## src/rtl/pox_exec_flag_if.sv

```systemverilog
// Observation and status signals between the CPU-side monitors and the EXEC flag tracker.
interface pox_exec_flag_if;
    logic [15:0] pc;
    logic        mon_res;
    logic        er_wr;
    logic        irq;
    logic        dma_en;
    logic        exec_out;
    logic        sys_rst_out;
    logic [7:0]  viol_cnt;

    modport master (
        output pc, mon_res, er_wr, irq, dma_en,
        input  exec_out, sys_rst_out, viol_cnt
    );

    modport slave (
        input  pc, mon_res, er_wr, irq, dma_en,
        output exec_out, sys_rst_out, viol_cnt
    );
endinterface

```

## src/rtl/pox_exec_flag.sv

```systemverilog
// Tracks atomic execution of the Executable Region and publishes the EXEC flag;
// any violation becomes a stretched reset request with a saturating violation count.
module pox_exec_flag #(
    parameter logic [15:0] ER_MIN   = 16'h8000,
    parameter logic [15:0] ER_MAX   = 16'h8FFE,
    parameter int          RST_HOLD = 4,
    parameter int          HOLD_W   = 3
) (
    input  logic         clk,
    input  logic         reset,
    pox_exec_flag_if.slave bus
);

    localparam logic [1:0] IDLE = 2'd0;
    localparam logic [1:0] RUN  = 2'd1;
    localparam logic [1:0] DONE = 2'd2;
    localparam logic [1:0] HOLD = 2'd3;

    localparam logic [HOLD_W-1:0] HOLD_LOAD = HOLD_W'(RST_HOLD - 1);

    logic [1:0]        state, state_nxt;
    logic [HOLD_W-1:0] cnt, cnt_nxt;
    logic [7:0]        viol_cnt;
    logic              in_er;
    logic              at_entry;
    logic              viol;

    assign in_er    = (bus.pc >= ER_MIN) && (bus.pc <= ER_MAX);
    assign at_entry = (bus.pc == ER_MIN);

    always_comb begin
        viol = 1'b0;
        case (state)
            IDLE:    viol = bus.mon_res || (in_er && !at_entry);
            RUN:     viol = bus.mon_res || bus.er_wr || bus.irq || bus.dma_en || !in_er;
            DONE:    viol = bus.mon_res || bus.er_wr || (in_er && !at_entry);
            default: viol = 1'b0;
        endcase
    end

    // Violation outranks every other transition; HOLD ignores everything but mon_res.
    always_comb begin
        state_nxt = state;
        cnt_nxt   = cnt;
        if (viol) begin
            state_nxt = HOLD;
            cnt_nxt   = HOLD_LOAD;
        end else begin
            case (state)
                IDLE: if (at_entry) state_nxt = RUN;
                RUN:  if (bus.pc == ER_MAX) state_nxt = DONE;
                DONE: if (at_entry) state_nxt = RUN;
                HOLD: begin
                    if (cnt != '0)
                        cnt_nxt = cnt - 1'b1;
                    else if (!bus.mon_res)
                        state_nxt = IDLE;
                end
                default: state_nxt = IDLE;
            endcase
        end
    end

    always_ff @(posedge clk) begin
        if (reset) begin
            state    <= IDLE;
            cnt      <= '0;
            viol_cnt <= '0;
        end else begin
            state <= state_nxt;
            cnt   <= cnt_nxt;
            if (viol && viol_cnt != 8'hFF)
                viol_cnt <= viol_cnt + 8'd1;
        end
    end

    assign bus.exec_out    = (state == DONE);
    assign bus.sys_rst_out = (state == HOLD);
    assign bus.viol_cnt    = viol_cnt;

endmodule
```

## src/flat_wrapper.sv

```systemverilog
// flat-port wrapper written by rule: the top's interface ports become plain ports
module pox_exec_flag_flat 
#(
    parameter logic [15:0] ER_MIN   = 16'h8000,
    parameter logic [15:0] ER_MAX   = 16'h8FFE,
    parameter int          RST_HOLD = 4,
    parameter int          HOLD_W   = 3
)
  (clk, reset, bus_pc, bus_mon_res, bus_er_wr, bus_irq, bus_dma_en, bus_exec_out, bus_sys_rst_out, bus_viol_cnt);
  pox_exec_flag_if bus_i ();
  input  logic clk;
  input  logic reset;
  input wire logic [$bits(bus_i.pc)-1:0] bus_pc;
  input wire logic [$bits(bus_i.mon_res)-1:0] bus_mon_res;
  input wire logic [$bits(bus_i.er_wr)-1:0] bus_er_wr;
  input wire logic [$bits(bus_i.irq)-1:0] bus_irq;
  input wire logic [$bits(bus_i.dma_en)-1:0] bus_dma_en;
  output wire logic [$bits(bus_i.exec_out)-1:0] bus_exec_out;
  output wire logic [$bits(bus_i.sys_rst_out)-1:0] bus_sys_rst_out;
  output wire logic [$bits(bus_i.viol_cnt)-1:0] bus_viol_cnt;
  assign bus_i.pc = bus_pc;
  assign bus_i.mon_res = bus_mon_res;
  assign bus_i.er_wr = bus_er_wr;
  assign bus_i.irq = bus_irq;
  assign bus_i.dma_en = bus_dma_en;
  assign bus_exec_out = bus_i.exec_out;
  assign bus_sys_rst_out = bus_i.sys_rst_out;
  assign bus_viol_cnt = bus_i.viol_cnt;
  pox_exec_flag #(.ER_MIN(ER_MIN), .ER_MAX(ER_MAX), .RST_HOLD(RST_HOLD), .HOLD_W(HOLD_W)) u_core (.clk(clk), .reset(reset), .bus(bus_i));
endmodule
```

## config.mk

```make
export PLATFORM = sky130hd
export DESIGN_NAME = pox_exec_flag_flat
export DESIGN_NICKNAME = d
export VERILOG_FILES = /design/src/rtl/pox_exec_flag_if.sv /design/src/rtl/pox_exec_flag.sv /design/src/flat_wrapper.sv
export SDC_FILE = /design/constraint.sdc
export NUM_CORES = 1
export LEC_CHECK = 0
export ABC_AREA = 0
export CAP_MARGIN = 5
export CORE_AREA = 3 3 46 48
export CTS_BUF_LIST = sky130_fd_sc_hd__clkbuf_4
export DETAILED_ROUTE_END_ITERATION = 12
export DIE_AREA = 0 0 49 51
export HOLD_SLACK_MARGIN = 0.05
export MAX_ROUTING_LAYER = met4
export PLACE_DENSITY = 0.8
export SLEW_MARGIN = 10
export SYNTH_ARGS = -nofsm -noshare
export SYNTH_HDL_FRONTEND = slang
export SYNTH_SLANG_ARGS = --single-unit
export TNS_END_PERCENT = 50
```

## constraint.sdc

```tcl
create_clock -name clk -period 5.7 [get_ports clk]
set_input_delay 0.57 -clock clk [delete_from_list [all_inputs] [get_ports clk]]
set_output_delay 0.57 -clock clk [all_outputs]
set_load 0.02 [all_outputs]
```

# Word-level counts from Yosys, hierarchy flattened
# Index checks and enable logic that the tools add are counted.
[word_totals]
input_bits = 22
out_inout_bits = 10
word_cells = 48
register_bits = 13
[op_classes]
eq_ne = 10
add_sub_neg = 2
order_cmp = 2
muxes = 10
n_reduce_logical = 20
[op_table]
columns = ["op", "n"]
rows = [
  ["$eq A16 B16 Y1 const B", 2],
  ["$ge A16 B16 Y1 const B", 1],
  ["$le A16 B16 Y1 const B", 1],
  ["$mux W2", 8],
  ["$add A8 B1 Y8 const B", 1],
  ["$ne A8 B8 Y1 const B", 1],
  ["$logic_or A1 B1 Y1", 6],
  ["$ne A3 B1 Y1 const B", 2],
  ["$ne A3 B2 Y1 const B", 2],
  ["$pmux W2 S3", 1],
  ["$eq A2 B2 Y1 const B", 2],
  ["$reduce_and A2 Y1", 2],
  ["$reduce_and A4 Y1", 1],
  ["$reduce_bool A2 Y1", 2],
  ["$reduce_or A2 Y1", 2],
  ["$logic_and A1 B1 Y1", 3],
  ["$pmux W1 S3", 1],
  ["$reduce_bool A3 Y1", 1],
  ["$sub A3 B1 Y3 const B", 1],
  ["$eq A2 B1 Y1 const B", 1],
  ["$logic_not A1 Y1", 2],
  ["$logic_not A2 Y1", 1],
]

# Longest topological paths before layout
[depth]
depth_word = 7
ltp_mapped = 8
ltp_nobuf = 8

# Worst setup path after synthesis
# No wires, ideal clock.
[synth_path]
kind = "input port to flip-flop"
startpoint = "input port bus_pc[14]"
endpoint = "register u_core.viol_cnt[4], in the netlist u_core.bus.viol_cnt[4]"
path_buffers = 1
setup_slack_ps = 3099
arrival_time_ps = 2480
t_required_ps = 5579
path_stages = 6
setup_time_ps = 121
path_cell_list = "or4b_4 -> or4_1 -> buf_6 -> a21boi_4 -> and3_1 -> mux2_4"
[synth_between]
elab_chain_len = 6
elab_cells_between_ends = 12
cone_classes = "order compare (2); eq/ne (1); mux (1); reduce/logical (8)"
[synth_rtl]
columns = ["item", "line_no", "source"]
rows = [
  ["start, declared", "flat_wrapper.sv:13", "input wire logic [$bits(bus_i.pc)-1:0] bus_pc;"],
  ["$ge A16 B16 Y1 (tied with other cells)", "pox_exec_flag.sv:28", "assign in_er = (bus.pc >= ER_MIN) && (bus.pc <= ER_MAX);"],
  ["$logic_and A1 B1 Y1 or $logic_not A1 Y1 (tied branches)", "pox_exec_flag.sv:28, pox_exec_flag.sv:34, pox_exec_flag.sv:36", ""],
  ["$logic_and A1 B1 Y1 or $logic_not A1 Y1 (tied branches)", "pox_exec_flag.sv:34, pox_exec_flag.sv:36, pox_exec_flag.sv:35", ""],
  ["$logic_or A1 B1 Y1 (on tied branches)", "pox_exec_flag.sv:36, pox_exec_flag.sv:34, pox_exec_flag.sv:35", ""],
  ["$pmux W1 S3 (*)", "pox_exec_flag.sv:33", "case (state)"],
  ["$logic_and A1 B1 Y1 (*)", "pox_exec_flag.sv:72", "if (viol && viol_cnt != 8'hFF)"],
  ["end signal, assigned", "pox_exec_flag.sv:73", "viol_cnt <= viol_cnt + 8'd1;"],
  ["end, declared", "pox_exec_flag.sv:23", "logic [7:0] viol_cnt;"],
]
# Every way passes the cells marked *; elsewhere a longest branch is shown, timed or not.
# A chain may end at the register's enable or synchronous reset.

# Final worst setup path
[layout_path]
startpoint = "input port bus_pc[5]"
endpoint = "register u_core.viol_cnt[4], in the netlist u_core.bus.viol_cnt[4]"
# Same word-level chain as after synthesis.

==> flow_metrics.tcl <==
set metrics [dict create \
    outcome "finished clean" \
    fmax_mhz 346.6 \
    p_comb_share_pct 33.0 \
    fin_crit_sh_pct 50.61 \
    drt_pass1_iterations 4 \
    slew_headroom_pct 62.62 \
    pwr-share-seq_pct 43.3 \
    syn2layout_area_growth_pct 40.15 \
    clkPwrFrac_pct 23.7 \
    cts_hold_buf 0 \
    holdWs_ns 0.5054 \
    synth_top_area_share_pct 30.81 \
    ys_seq_elements 13 \
    dpl_worst_slack_ns 2.549 \
    leakagePower_nw 0.4570 \
    cts_setup_buffers 0 \
    numClockSinks 13 \
    die_area_sq_um 2499 \
    crit-reg2reg-launch "u_core.state[0]$_SDFFE_PP0P_" \
    coreArea_sq_um 1745 \
    crit_type "primary input to flop" \
    routed_wl_um 1900 \
    rrSetupSlack_ns 3.68 \
    ys_top_cells_by_area "dfxtp_1, a21oi_1, nor2_1, ha_1, or4_1" \
    skew_ns 0.003083 \
    grt_antenna_before_repair 0 \
    grt_use_total_pct 17.11 \
    design_area_sq_um 1184 \
    finalHoldViolCount 0 \
    setup_tns_ns 0 \
    clock_latency_ns 0.27 \
    drtIter0Drc 14 \
    cp-start-kind "primary input" \
    period_minus_slack_ns 2.885 \
    cts_resized 0 \
    final-setup-viol-count 0 \
    regArea_sq_um 260.3 \
    crit_arrival_ns 3.05 \
    p_switching_uw 74.25 \
    p_int_uw 175.0 \
    rsz0062_at_grt "false" \
    fillerInstances 153 \
    antenna_cells 0 \
    ir_worst_vdd_v 0.0001616 \
    wl_per_cell_um 12.10 \
    layoutNonFillerInstCount 157 \
    grt_max_degree 18 \
    worstHoldStart "u_core.cnt[2]$_SDFFE_PP0P_" \
    synthesis.nets 126 \
    yosysSeqAreaShare_pct 30.81 \
    cts-root-buf "clkbuf_4" \
    critPathRequiredTime_ns 5.86 \
    numCtsBuffers 3 \
    critical_path.startpoint "bus_pc[5]" \
    dpl_cell_area_sq_um 1154 \
    placed_cells 153 \
    synthesis.area_sq_um 844.6 \
    p_per_area_nw_per_um2 210.6 \
    die_w_um 49 \
    yosysUniqueCellTypes 38 \
    cts_buffer_depth 2 \
    boundaryPins 32 \
    cts.clk_slew.worst_paths_ns 0.07 \
    setup_ws_ns 2.815 \
    row_count 15 \
    hold_class "flop to flop" \
    maxSlewViolCount 0 \
    nNetsFinal 158 \
    grt_pass1_wl_um 3284 \
    drv_cap 0 \
    end_kind "flop" \
    synth.avg_cell_area_sq_um 8.362 \
    ant_nets 0 \
    worstMarginPinSlew_ns 0.5590 \
    hpwl_um 1533 \
    drive_above_1_share_pct 12.12 \
    avgViaCountPerCell 5.414 \
    start_util_pct 48.39 \
    die_y_um 51 \
    final_util_pct 67.81 \
    ys_warn_count 0 \
    grt_remaining_overflow 0 \
    first_global_vias 797 \
    synth_top_area_cell "dfxtp_1" \
    htree_levels 1 \
    swShare_pct 29.79 \
    multi_input_area_sq_um 536.8 \
    worstPathMaxFanout 9 \
    cts_tree "built" \
    portBuffers 31 \
    drcViolationCount 0 \
    vias 850 \
    syn-instance-count 101 \
    fin_total_pwr_uw 249.2 \
    place_congestion 0.7913 \
]
logic make-up (layout without fill, tap and decap cells):
family                     count (synthesis)  in the layout  synth area share, %
and+or+nand+nor                           50             50                34.52
AOI/OAI and AO/OA                         23             23                19.56
DFF                                       13             13                30.81
buffers and inverters                      8             39                5.629
adders and majority gates                  3              3                4.445
xor gates and xnor gates                   2              2                2.074
muxes                                      2              2                2.962
worst paths after layout:
path / endpoint / depth (start not counted)
worst max-delay path: u_core.bus.viol_cnt[4]$_SDFFE_PP0P_ / 7
worst min-delay path: u_core.cnt[2]$_SDFFE_PP0P_ / 2
worst max register to register: u_core.bus.viol_cnt[4]$_SDFFE_PP0P_ / 6
worst min register to register: u_core.cnt[2]$_SDFFE_PP0P_ / 2
layer usage:
layer	vias up	wire length [um]	track usage, %	share of wire (%)
li1	438	-	-	-
met1	391	843	19.86	44
met2	19	963	27.83	51
met3	2	86	6.122	4.5
met4	0	8	5.213	0.42
met5	-	0	-	0
state kept, by name (all words and copies together) (netlist names):
signal and flops:
u_core.bus.viol_cnt 8, u_core.cnt 3, u_core.state 2
cells in the mapped netlist:
library cell and n:
o21ai_0 1, a31o_2 3, and3_1 4, clkbuf_1 1, buf_4 1, buf_6 1
a21oi_1 10, dfxtp_1 13, nor4_1 2, or4_2 2, nand3b_1 1, and2_1 2
ha_1 3, nand2b_1 3, or2b_2 1, nor3_1 4, and2b_2 1, nand2_1 3
nor2b_1 4, xnor2_1 2, mux2i_1 1, o221a_2 1, a31oi_1 2, a311oi_1 1
mux2_4 1, a21o_1 1, a211oi_1 1, a21boi_4 1, inv_1 4, and3_2 1
nor2_1 13, a2111oi_1 1, or4b_4 1, or4_1 4, nand4_1 3, nand3_1 1
clkdlybuf4s15_1 1, o21bai_1 1
power groups by stage:
stage | combinational, mW | sequential (mW) | clock (mW)
finish | 0.0823 | 0.108 | 0.0590
global route | 0.0900 | 0.110 | 0.0665
CTS | 0.0830 | 0.108 | 0.0615
detailed placement | 0.0823 | 0.110 | 0
global placement | 0.0796 | 0.110 | 0
floorplan | 0.0466 | 0.112 | 0
worst max-delay path, cell delays in order:
cell and delay, ns:
clkdlybuf4s50_1 0.49, nand4_1 0.15, or4_2 0.67, o221a_2 0.37, a21boi_4 0.29, and3_1 0.22, mux2_4 0.29
cell usage in the layout, fill, tap and decap left out, drive strengths merged:
master	count
and2b	1
a2111oi	1
o21bai	1
or4	6
nand3b	1
nor2b	4
nand2b	3
a21o	1
a31o	3
o221a	1
a311oi	1
dfxtp	13
inv	4
and2	2
o21ai	1
a31oi	2
a21boi	1
nand3	1
ha	3
nand4	3
or4b	1
a21oi	10
clkbuf	4
mux2	1
clkdlybuf4s50	31
a211oi	1
and3	5
nor3	4
nand2	3
nor2	13
mux2i	1
nor4	2
or2b	1
xnor2	2
layout make-up:
| cell class | instances | share of cell area (%) |
|---|---|---|
| Timing Repair Buffer | 31 | 26.22 |
| Sequential cell | 13 | 21.99 |
| Multi-Input combinational cell | 80 | 45.35 |
| Tap cell | 25 | 2.643 |
| Clock buffer | 4 | 2.537 |
| Inverter | 4 | 1.268 |
Note: power is estimated with default switching activity, not from simulation.
